--- config.mk ---
export PLATFORM = sky130hd
export DESIGN_NAME = fmap_collector
export DESIGN_NICKNAME = d
export VERILOG_FILES = /design/src/rtl/cnn_pkg.sv /design/src/rtl/raster_counter.sv /design/src/rtl/fmap_collector.sv
export SDC_FILE = /design/constraint.sdc
export NUM_CORES = 1
export LEC_CHECK = 0
export CORE_UTILIZATION = 45
export CTS_CLUSTER_DIAMETER = 200
export DETAILED_ROUTE_END_ITERATION = 8
export GPL_TIMING_DRIVEN = 0
export PLACE_DENSITY_LB_ADDON = 0.1
export SLEW_MARGIN = 25
export SYNTH_ARGS = -nofsm -noshare
export SYNTH_HDL_FRONTEND = slang
export SYNTH_HIERARCHICAL = 1
export SYNTH_SLANG_ARGS = --single-unit
--- constraint.sdc ---
create_clock -name clock -period 3.08 [get_ports clock]
set_input_delay 0.308 -clock clock [delete_from_list [all_inputs] [get_ports clock]]
set_output_delay 0.308 -clock clock [all_outputs]
set_load 0.02 [all_outputs]
--- src/rtl/cnn_pkg.sv ---
// Shared types for the convolution datapath: collector FSM states, pixel type
// and a width helper for the raster counters.
package cnn_pkg;

    localparam int PIXEL_W = 8;

    typedef logic signed [PIXEL_W-1:0] pixel_t;

    typedef enum logic [1:0] {
        IDLE,
        FILL,
        DRAIN
    } state_e;

    // Counter width for an index in 0..n-1; never narrower than one bit.
    function automatic int cnt_width(input int n);
        return (n > 1) ? $clog2(n) : 1;
    endfunction

endpackage

--- src/rtl/raster_counter.sv ---
// Row-major (row, col) position counter with wrap and end-of-map detect,
// advancing only when the caller reports a handshake.
module raster_counter
    import cnn_pkg::*;
#(
    parameter  int OUT_SIZE = 5,
    localparam int CW       = cnt_width(OUT_SIZE)
) (
    input  logic          clock,
    input  logic          nreset,
    input  logic          clear,
    input  logic          advance,
    output logic [CW-1:0] row,
    output logic [CW-1:0] col,
    output logic          at_end
);

    localparam logic [CW-1:0] LAST = CW'(OUT_SIZE - 1);

    logic [CW-1:0] row_q, row_d;
    logic [CW-1:0] col_q, col_d;

    always_comb begin
        row_d = row_q;
        col_d = col_q;
        if (clear) begin
            row_d = '0;
            col_d = '0;
        end else if (advance) begin
            if (col_q == LAST) begin
                col_d = '0;
                row_d = (row_q == LAST) ? '0 : row_q + CW'(1);
            end else begin
                col_d = col_q + CW'(1);
            end
        end
    end

    always_ff @(posedge clock or negedge nreset) begin
        if (!nreset) begin
            row_q <= '0;
            col_q <= '0;
        end else begin
            row_q <= row_d;
            col_q <= col_d;
        end
    end

    assign row    = row_q;
    assign col    = col_q;
    assign at_end = (row_q == LAST) && (col_q == LAST);

endmodule

--- src/rtl/fmap_collector.sv ---
// Captures a raster-ordered stream of convolution results into an
// OUT_SIZE x OUT_SIZE map (optional ReLU on write), then streams it back out.
module fmap_collector
    import cnn_pkg::*;
#(
    parameter int OUT_SIZE  = 5,
    parameter int WIDTH_BIT = 8,
    parameter int RELU      = 1
) (
    input  logic                 clock,
    input  logic                 nreset,
    input  logic                 start,
    input  logic                 in_valid,
    output logic                 in_ready,
    input  logic [WIDTH_BIT-1:0] in_data,
    output logic                 out_valid,
    input  logic                 out_ready,
    output logic [WIDTH_BIT-1:0] out_data,
    output logic                 out_last,
    output logic                 busy,
    output logic                 done
);

    localparam int CW = cnt_width(OUT_SIZE);

    state_e state_q, state_d;
    logic   in_ready_q, in_ready_d;
    logic   out_valid_q, out_valid_d;
    logic   busy_q, busy_d;
    logic   done_q, done_d;

    logic [CW-1:0] wr_row, wr_col, rd_row, rd_col;
    logic          wr_at_end, rd_at_end;
    logic          wr_en, rd_adv, cnt_clear;
    logic [WIDTH_BIT-1:0] wr_data;

    // Memory is left unreset: it is only ever read after a complete fill.
    logic [WIDTH_BIT-1:0] mem_q [OUT_SIZE][OUT_SIZE];

    // in_ready_q / out_valid_q are high only in FILL / DRAIN, so they gate the handshakes.
    assign wr_en     = in_valid & in_ready_q;
    assign rd_adv    = out_valid_q & out_ready;
    assign cnt_clear = (state_q == IDLE) & start;

    always_comb begin
        wr_data = in_data;
        if ((RELU != 0) && in_data[WIDTH_BIT-1]) begin
            wr_data = '0;
        end
    end

    raster_counter #(.OUT_SIZE(OUT_SIZE)) u_wr_cnt (
        .clock   (clock),
        .nreset  (nreset),
        .clear   (cnt_clear),
        .advance (wr_en),
        .row     (wr_row),
        .col     (wr_col),
        .at_end  (wr_at_end)
    );

    raster_counter #(.OUT_SIZE(OUT_SIZE)) u_rd_cnt (
        .clock   (clock),
        .nreset  (nreset),
        .clear   (cnt_clear),
        .advance (rd_adv),
        .row     (rd_row),
        .col     (rd_col),
        .at_end  (rd_at_end)
    );

    always_comb begin
        state_d     = state_q;
        in_ready_d  = in_ready_q;
        out_valid_d = out_valid_q;
        busy_d      = busy_q;
        done_d      = 1'b0;
        case (state_q)
            IDLE: begin
                if (start) begin
                    state_d    = FILL;
                    in_ready_d = 1'b1;
                    busy_d     = 1'b1;
                end
            end
            FILL: begin
                if (wr_en && wr_at_end) begin
                    state_d     = DRAIN;
                    in_ready_d  = 1'b0;
                    out_valid_d = 1'b1;
                end
            end
            DRAIN: begin
                if (rd_adv && rd_at_end) begin
                    state_d     = IDLE;
                    out_valid_d = 1'b0;
                    busy_d      = 1'b0;
                    done_d      = 1'b1;
                end
            end
            default: begin
                state_d     = IDLE;
                in_ready_d  = 1'b0;
                out_valid_d = 1'b0;
                busy_d      = 1'b0;
            end
        endcase
    end

    always_ff @(posedge clock or negedge nreset) begin
        if (!nreset) begin
            state_q     <= IDLE;
            in_ready_q  <= 1'b0;
            out_valid_q <= 1'b0;
            busy_q      <= 1'b0;
            done_q      <= 1'b0;
        end else begin
            state_q     <= state_d;
            in_ready_q  <= in_ready_d;
            out_valid_q <= out_valid_d;
            busy_q      <= busy_d;
            done_q      <= done_d;
        end
    end

    always_ff @(posedge clock) begin
        if (wr_en) begin
            mem_q[wr_row][wr_col] <= wr_data;
        end
    end

    assign in_ready  = in_ready_q;
    assign out_valid = out_valid_q;
    assign out_data  = mem_q[rd_row][rd_col];
    assign out_last  = out_valid_q & rd_at_end;
    assign busy      = busy_q;
    assign done      = done_q;

endmodule

==> results of run 1 <==
==> registers in the layout, indices dropped and copies added, names as in the netlist <==
| name | cells |
|---|---|
| in_ready | 1 |
| done | 1 |
| u_rd_cnt/col | 3 |
| u_wr_cnt/row | 3 |
| u_wr_cnt/col | 3 |
| u_rd_cnt/row | 3 |
| state_q | 2 |
| busy | 1 |
| mem_q | 175 |
| out_valid | 1 |
==> final timing paths <==
path	startpoint	end	slack, ps	depth (start not counted)
max	u_rd_cnt/row[0]$_DFFE_PN0P_	out_data[3]	150	7
min	nreset	state_q[0]$_DFFE_PN0P_	350	1
max reg2reg	in_ready$_DFFE_PN0P_	mem_q[0][16]$_DFFE_PP_	740	4
min reg2reg	busy$_DFFE_PN0P_	busy$_DFFE_PN0P_	560	2
max in group asynchronous	nreset	u_rd_cnt/col[0]$_DFFE_PN0P_	2220	1
min in group clock	out_ready	done$_DFF_PN0_	540	3
==> timing repair <==
| action | in CTS | in global routing |
|---|---|---|
| resized for setup | 17 | 10 |
| pin swaps | 0 | 1 |
| endpoints found under the setup margin | 7 | 6 |
| buffers inserted | 0 | 1 |
==> routing by layer <==
metal  up-vias  global-route usage [%]
met1      2196                    28.8
li1       1951                       -
met5         -                       0
met3        13                    4.20
met4         0                    6.12
met2       102                    31.5
==> metrics by stage <==
stage	hold slack, ps	setup WS [ps]	setup TNS [ps]	util, %
6_report	353	152	0	53.0
5_1_grt	409	66.0	0	53.0
4_1_cts	380	25.7	0	53.0
3_5_place_dp	544	-42.6	-68.7	49.6
3_3_place_gp	531	-64.0	-72.2	49.1
2_1_floorplan	12.4	1020	0	-
==> cells by family after synthesis <==
kind of cell,after synthesis,synth area share (%)
and+or+nand+nor,132,8.52
AOI/OAI and AO/OA,46,3.64
DFF,193,71.6
muxes,67,12.9
adders and majority gates,8,1.26
other,1,0.0471
buffers and inverters,28,2.07
==> final cells by class <==
class                           count  area share (%)
Sequential cell                   193            62.2
Multi-Input combinational cell    254            23.5
Clock buffer                       20            4.76
Timing Repair Buffer               30            3.18
Tap cell                          225            3.07
Buffer                             16            1.51
Clock inverter                     11            1.27
Inverter                           12           0.491
==> power groups by stage <==
stage	clock (uW)	sequential (uW)	combinational (uW)
5_1_grt	2220	2850	84.8
3_5_place_dp	0	2910	79.5
3_3_place_gp	0	2910	62.8
2_1_floorplan	0	2910	22.5
6_report	2090	2850	78.6
4_1_cts	2110	2850	79.5
==> synth_stat cells, types with 2 or more instances <==
cell type    n
o22ai_1      2
nor3b_1      2
mux4_2      20
nor2_1      36
buf_2        2
a22oi_1     21
ha_1         8
nor2b_1     13
inv_1       12
nand2_1     29
nand3_2      2
mux4_1       6
nand3_1     13
and2_1       5
a21oi_1     14
dfrtp_1     18
nor3_1       2
mux2i_1     35
nand3b_1     7
or3b_1       2
or3b_2       2
buf_4        9
o21ai_0      6
clkbuf_1     2
nand2b_1     6
mux2_2       6
nand4_1      8
edfxtp_1   175
==> impl_metrics.py, run 1 <==
metrics = {
    "drt": {
        "post_drt_wl_per_cell_microns": 22.3,
        "first_pass_iters": 5,
        "route.met3.wl_microns": 634,
        "initialDrtViolationCount": 368,
        "route.met2.wl_microns": 8080,
        "drt-total-wl_microns": 17000,
        "wl_met1_microns": 8060,
        "highest_layer": "met4",
        "vias": 4262,
        "ant_nets": 0,
        "drc": 0,
        "viasPerCell": 5.60,
    },
    "timing": {
        "period_needed_ps": 2930,
        "setup_violations": 0,
        "skew_ps": 7.64,
        "slew_violations": 0,
        "worst_pin_slew_ps": 837,
        "finalHoldViolCount": 0,
        "maxSlewHeadroom_pct": 44.0,
        "clock.fmax_mhz": 342,
        "period_share_pct": 95.1,
        "rsz0062_at_grt": "no",
    },
    "place": {
        "placedCellCount": 729,
        "postPlaceCellArea_sq_um": 8590,
        "place_hpwl_microns": 11500,
        "placement.io_buffers": 24,
        "gp_congestion": 0.788,
    },
    "worst_setup_path": {
        "crit_buf_inv": 3,
        "worst_setup_path_start_kind": "flop",
        "cp_cell_sequence": "buf_6 -> buf_12 -> mux4_2 -> mux2_2 -> a22oi_2 -> nand3_1 -> dlygate4sd2_1",
        "worstPathRequired_ps": 2770,
        "worstPathMaxFanout": 10,
        "cpPeakStageDelay_ps": 490,
        "path_class": "reg -> out",
        "arrival_ps": 2620,
        "endpoint_kind": "output pin",
        "cpLargestDelayFamily": "multiplexers",
        "crit_slowest_cell": "mux4_2",
    },
    "power": {
        "cellLeakagePower_uw": 0.00271,
        "p_clk_share_pct": 41.6,
        "ir_drop_uv": 370,
        "combPwrFrac_pct": 1.6,
        "internal-power_uw": 4060,
        "swShare_pct": 19.0,
        "p_sw_uw": 956,
        "finalPower_uw": 5020,
        "pwr-share-seq_pct": 56.9,
        "pwr_density_cell_nw_per_um2": 547,
    },
    "yosys": {
        "synth_edf_count": 175,
        "ys_types": 40,
        "synthFlopType": "edfxtp_1",
        "yosysTopAreaCell": "edfxtp_1",
        "ys_warn_count": 6,
        "netlist_instances": 475,
        "synth_nets": 496,
        "synth_top_area_share_pct": 65.9,
        "synth.top_cells.by_area": "edfxtp_1, dfrtp_1, mux4_2, mux2i_1, mux4_1",
        "yosysSeqAreaShare_pct": 71.6,
        "ys_ff_latch": 193,
        "netlist_area_sq_um": 7970,
        "synthArstFlopShare_pct": 9.33,
        "syn_avg_cell_area_sq_um": 16.8,
    },
    "grt": {
        "antenna_found_initial": 0,
        "gr-total-overflow": 0,
        "grt.total_usage_pct": 20.3,
        "grt_max_degree": 26,
        "grt_pass1_wl_microns": 25800,
        "grt_pass1_vias": 4302,
    },
    "floorplan": {
        "die_h_microns": 135,
        "core_sq_um": 17300,
        "core.rowCount": 48,
        "die_area_sq_um": 18200,
        "dieWidth_microns": 135,
        "start_util_pct": 46.1,
        "ioPinCount": 26,
    },
    "layout": {
        "postLayoutCellArea_sq_um": 9170,
        "register_area_sq_um": 5710,
        "instances_no_fill": 761,
        "mostFrequentLayoutCells": "edfxtp_1, nor2_1, mux2i_1, nand2_1, mux4_2",
        "multi_input_area_sq_um": 2150,
        "layout.nets": 545,
        "layout-drive-gt1-share_pct": 17.4,
        "fillers": 1433,
        "synthToLayoutAreaGrowth_pct": 15.0,
        "final_common_cell": "edfxtp_1",
        "antenna_cells": 0,
    },
    "clock_tree": {
        "root_buffer": "clkbuf_16",
        "clkLatencyLatePin_ps": 430,
        "cts_buffer_depth": 2,
        "cts_tree": "yes",
        "hold_buffers": 0,
        "clk_transition_reported_paths_ps": 70,
        "htreeDepth": 4,
        "cts.sinks": 193,
        "numCtsBuffers": 17,
    },
    "job": {
        "drv_cap": 0,
    },
    "hold_path": {
        "hold_class": "in -> async",
    },
    "outcome": {
        "status": "completed",
    },
}
(Power assumes the default switching activity.)
==> inputs of run 2 (changes only) <==
--- a/config.mk
+++ b/config.mk
@@ -5,6 +5,7 @@
 export SDC_FILE = /design/constraint.sdc
 export NUM_CORES = 1
 export LEC_CHECK = 0
+export CORE_MARGIN = 3
 export CORE_UTILIZATION = 45
 export CTS_CLUSTER_DIAMETER = 200
 export DETAILED_ROUTE_END_ITERATION = 8
==> run 2 against run 1 <==
Critical path depth is the same. Worst setup slack lost 59 ps. Non-clock buffer count fell by 2. Highest routed layer unchanged. Combinational power down 2%. Largest power group unchanged. Global-route usage is 1.9 points lower.
==> impl_metrics.py, run 2 (synthesis results as in run 1) <==
metrics = {
    "timing": {
        "slew_violations": 0,
        "finalHoldViolCount": 0,
        "clock.fmax_mhz": 335,
        "maxSlewHeadroom_pct": 35.4,
        "tns_ps": 0,
        "period_needed_ps": 2990,
        "rsz0062_at_grt": "no",
        "hold_ws_ps": 352,
        "setup_violations": 0,
        "worst_pin_slew_ps": 964,
        "period_share_pct": 97.0,
        "layout_setup_ws_ps": 93.3,
        "skew_ps": 5.82,
    },
    "grt": {
        "grt.total_usage_pct": 18.3,
        "grt_pass1_wl_microns": 26100,
        "gr-total-overflow": 0,
        "antenna_found_initial": 0,
        "grt_pass1_vias": 4295,
        "grt_max_degree": 26,
    },
    "outcome": {
        "status": "completed",
    },
    "drt": {
        "viasPerCell": 5.70,
        "vias": 4331,
        "drt-total-wl_microns": 17200,
        "initialDrtViolationCount": 502,
        "ant_nets": 0,
        "drc": 0,
        "post_drt_wl_per_cell_microns": 22.6,
        "first_pass_iters": 5,
    },
    "clock_tree": {
        "root_buffer": "clkbuf_16",
        "clk_transition_reported_paths_ps": 60,
        "hold_buffers": 0,
        "cts_buffer_depth": 2,
        "htreeDepth": 4,
        "clkLatencyLatePin_ps": 420,
        "numCtsBuffers": 17,
        "cts_setup_buffers": 0,
        "cts.sinks": 193,
        "cts_tree": "yes",
    },
    "worst_setup_path": {
        "worst_setup_path_start_kind": "flop",
        "path_class": "reg -> out",
        "r2r_slack_ps": 720,
        "worstPathMaxFanout": 10,
        "worstPathRequired_ps": 2770,
        "arrival_ps": 2680,
        "endpoint_kind": "output pin",
    },
    "layout": {
        "layout.nets": 543,
        "largest_reg_flops": 175,
        "mostFrequentLayoutCells": "edfxtp_1, nor2_1, mux2i_1, nand2_1, mux4_2",
        "antenna_cells": 0,
        "postLayoutCellArea_sq_um": 9160,
        "fillers": 1423,
        "instances_no_fill": 760,
        "final_common_cell": "edfxtp_1",
        "top_register": "mem_q",
        "layout-drive-gt1-share_pct": 17.6,
        "synthToLayoutAreaGrowth_pct": 14.9,
    },
    "job": {
        "drv_cap": 0,
    },
    "power": {
        "cellLeakagePower_uw": 0.00271,
        "pwr_density_cell_nw_per_um2": 553,
        "ir_drop_uv": 386,
    },
    "hold_path": {
        "hold_class": "in -> async",
    },
    "place": {
        "placement.io_buffers": 24,
        "gp_congestion": 0.770,
        "dp_slack_ps": -76.0,
        "postPlaceCellArea_sq_um": 8580,
        "placedCellCount": 728,
        "place_hpwl_microns": 11600,
    },
    "floorplan": {
        "die_area_sq_um": 19300,
        "core_sq_um": 17300,
        "core.rowCount": 48,
        "start_util_pct": 46.1,
        "dieWidth_microns": 139,
        "die_h_microns": 139,
        "ioPinCount": 26,
    },
}
run 2: where the power goes:
group / internal (uW) / total [uW] / switching, uW
logic: 25.7 / 77.4 / 51.7
clock network: 1200 / 2130 / 936
registers: 2850 / 2850 / 0
run 2: final cells by class:
type | instances | area, sq um | area share (%)
sequential | 193 | 5710 | 62.3
multi-input combinational | 254 | 2150 | 23.5
clock buffer | 19 | 433 | 4.73
tap | 225 | 282 | 3.07
timing repair buffer | 28 | 273 | 2.98
clock inverter | 13 | 139 | 1.52
buffer | 16 | 135 | 1.48
inverter | 12 | 45.0 | 0.492
run 2: metrics by stage:
stage	total power, uW	utilization [%]
after global placement	2980	49.1
after detailed placement	2990	49.6
after floorplan	2930	-
final	5060	53.0
after CTS	5090	53.0
after global routing	5220	53.0
run 2: final timing paths:
kind | start | to | depth (start not counted)
worst min register to register | in_ready$_DFFE_PN0P_ | in_ready$_DFFE_PN0P_ | 2
max in group asynchronous | nreset | u_rd_cnt/col[2]$_DFFE_PN0P_ | 1
min in group clock | out_ready | done$_DFF_PN0_ | 3
worst min-delay path | nreset | done$_DFF_PN0_ | 1
worst max register to register | in_ready$_DFFE_PN0P_ | mem_q[0][18]$_DFFE_PP_ | 4
worst max-delay path | u_rd_cnt/row[0]$_DFFE_PN0P_ | out_data[3] | 7
run 2: per-layer routing:
metal | global-route usage [%] | share of wire [%]
met5 | 0 | 0
met4 | 4.22 | 1.4
met3 | 4.14 | 5.3
met2 | 28.7 | 48
met1 | 26.7 | 46
run 2: critical path: stages (launching register included):
cell	delay, ps
dfrtp_1	420
buf_6	160
buf_12	160
mux4_2	500
mux2_2	300
a22oi_2	240
nand3_1	130
dlygate4sd2_1	350
run 2: repair_timing:
action / in CTS / in global routing
pin swaps: 0 / 3
endpoints found under the setup margin: 7 / 5
gates resized for setup: 14 / 11
cloned: 0 / 0
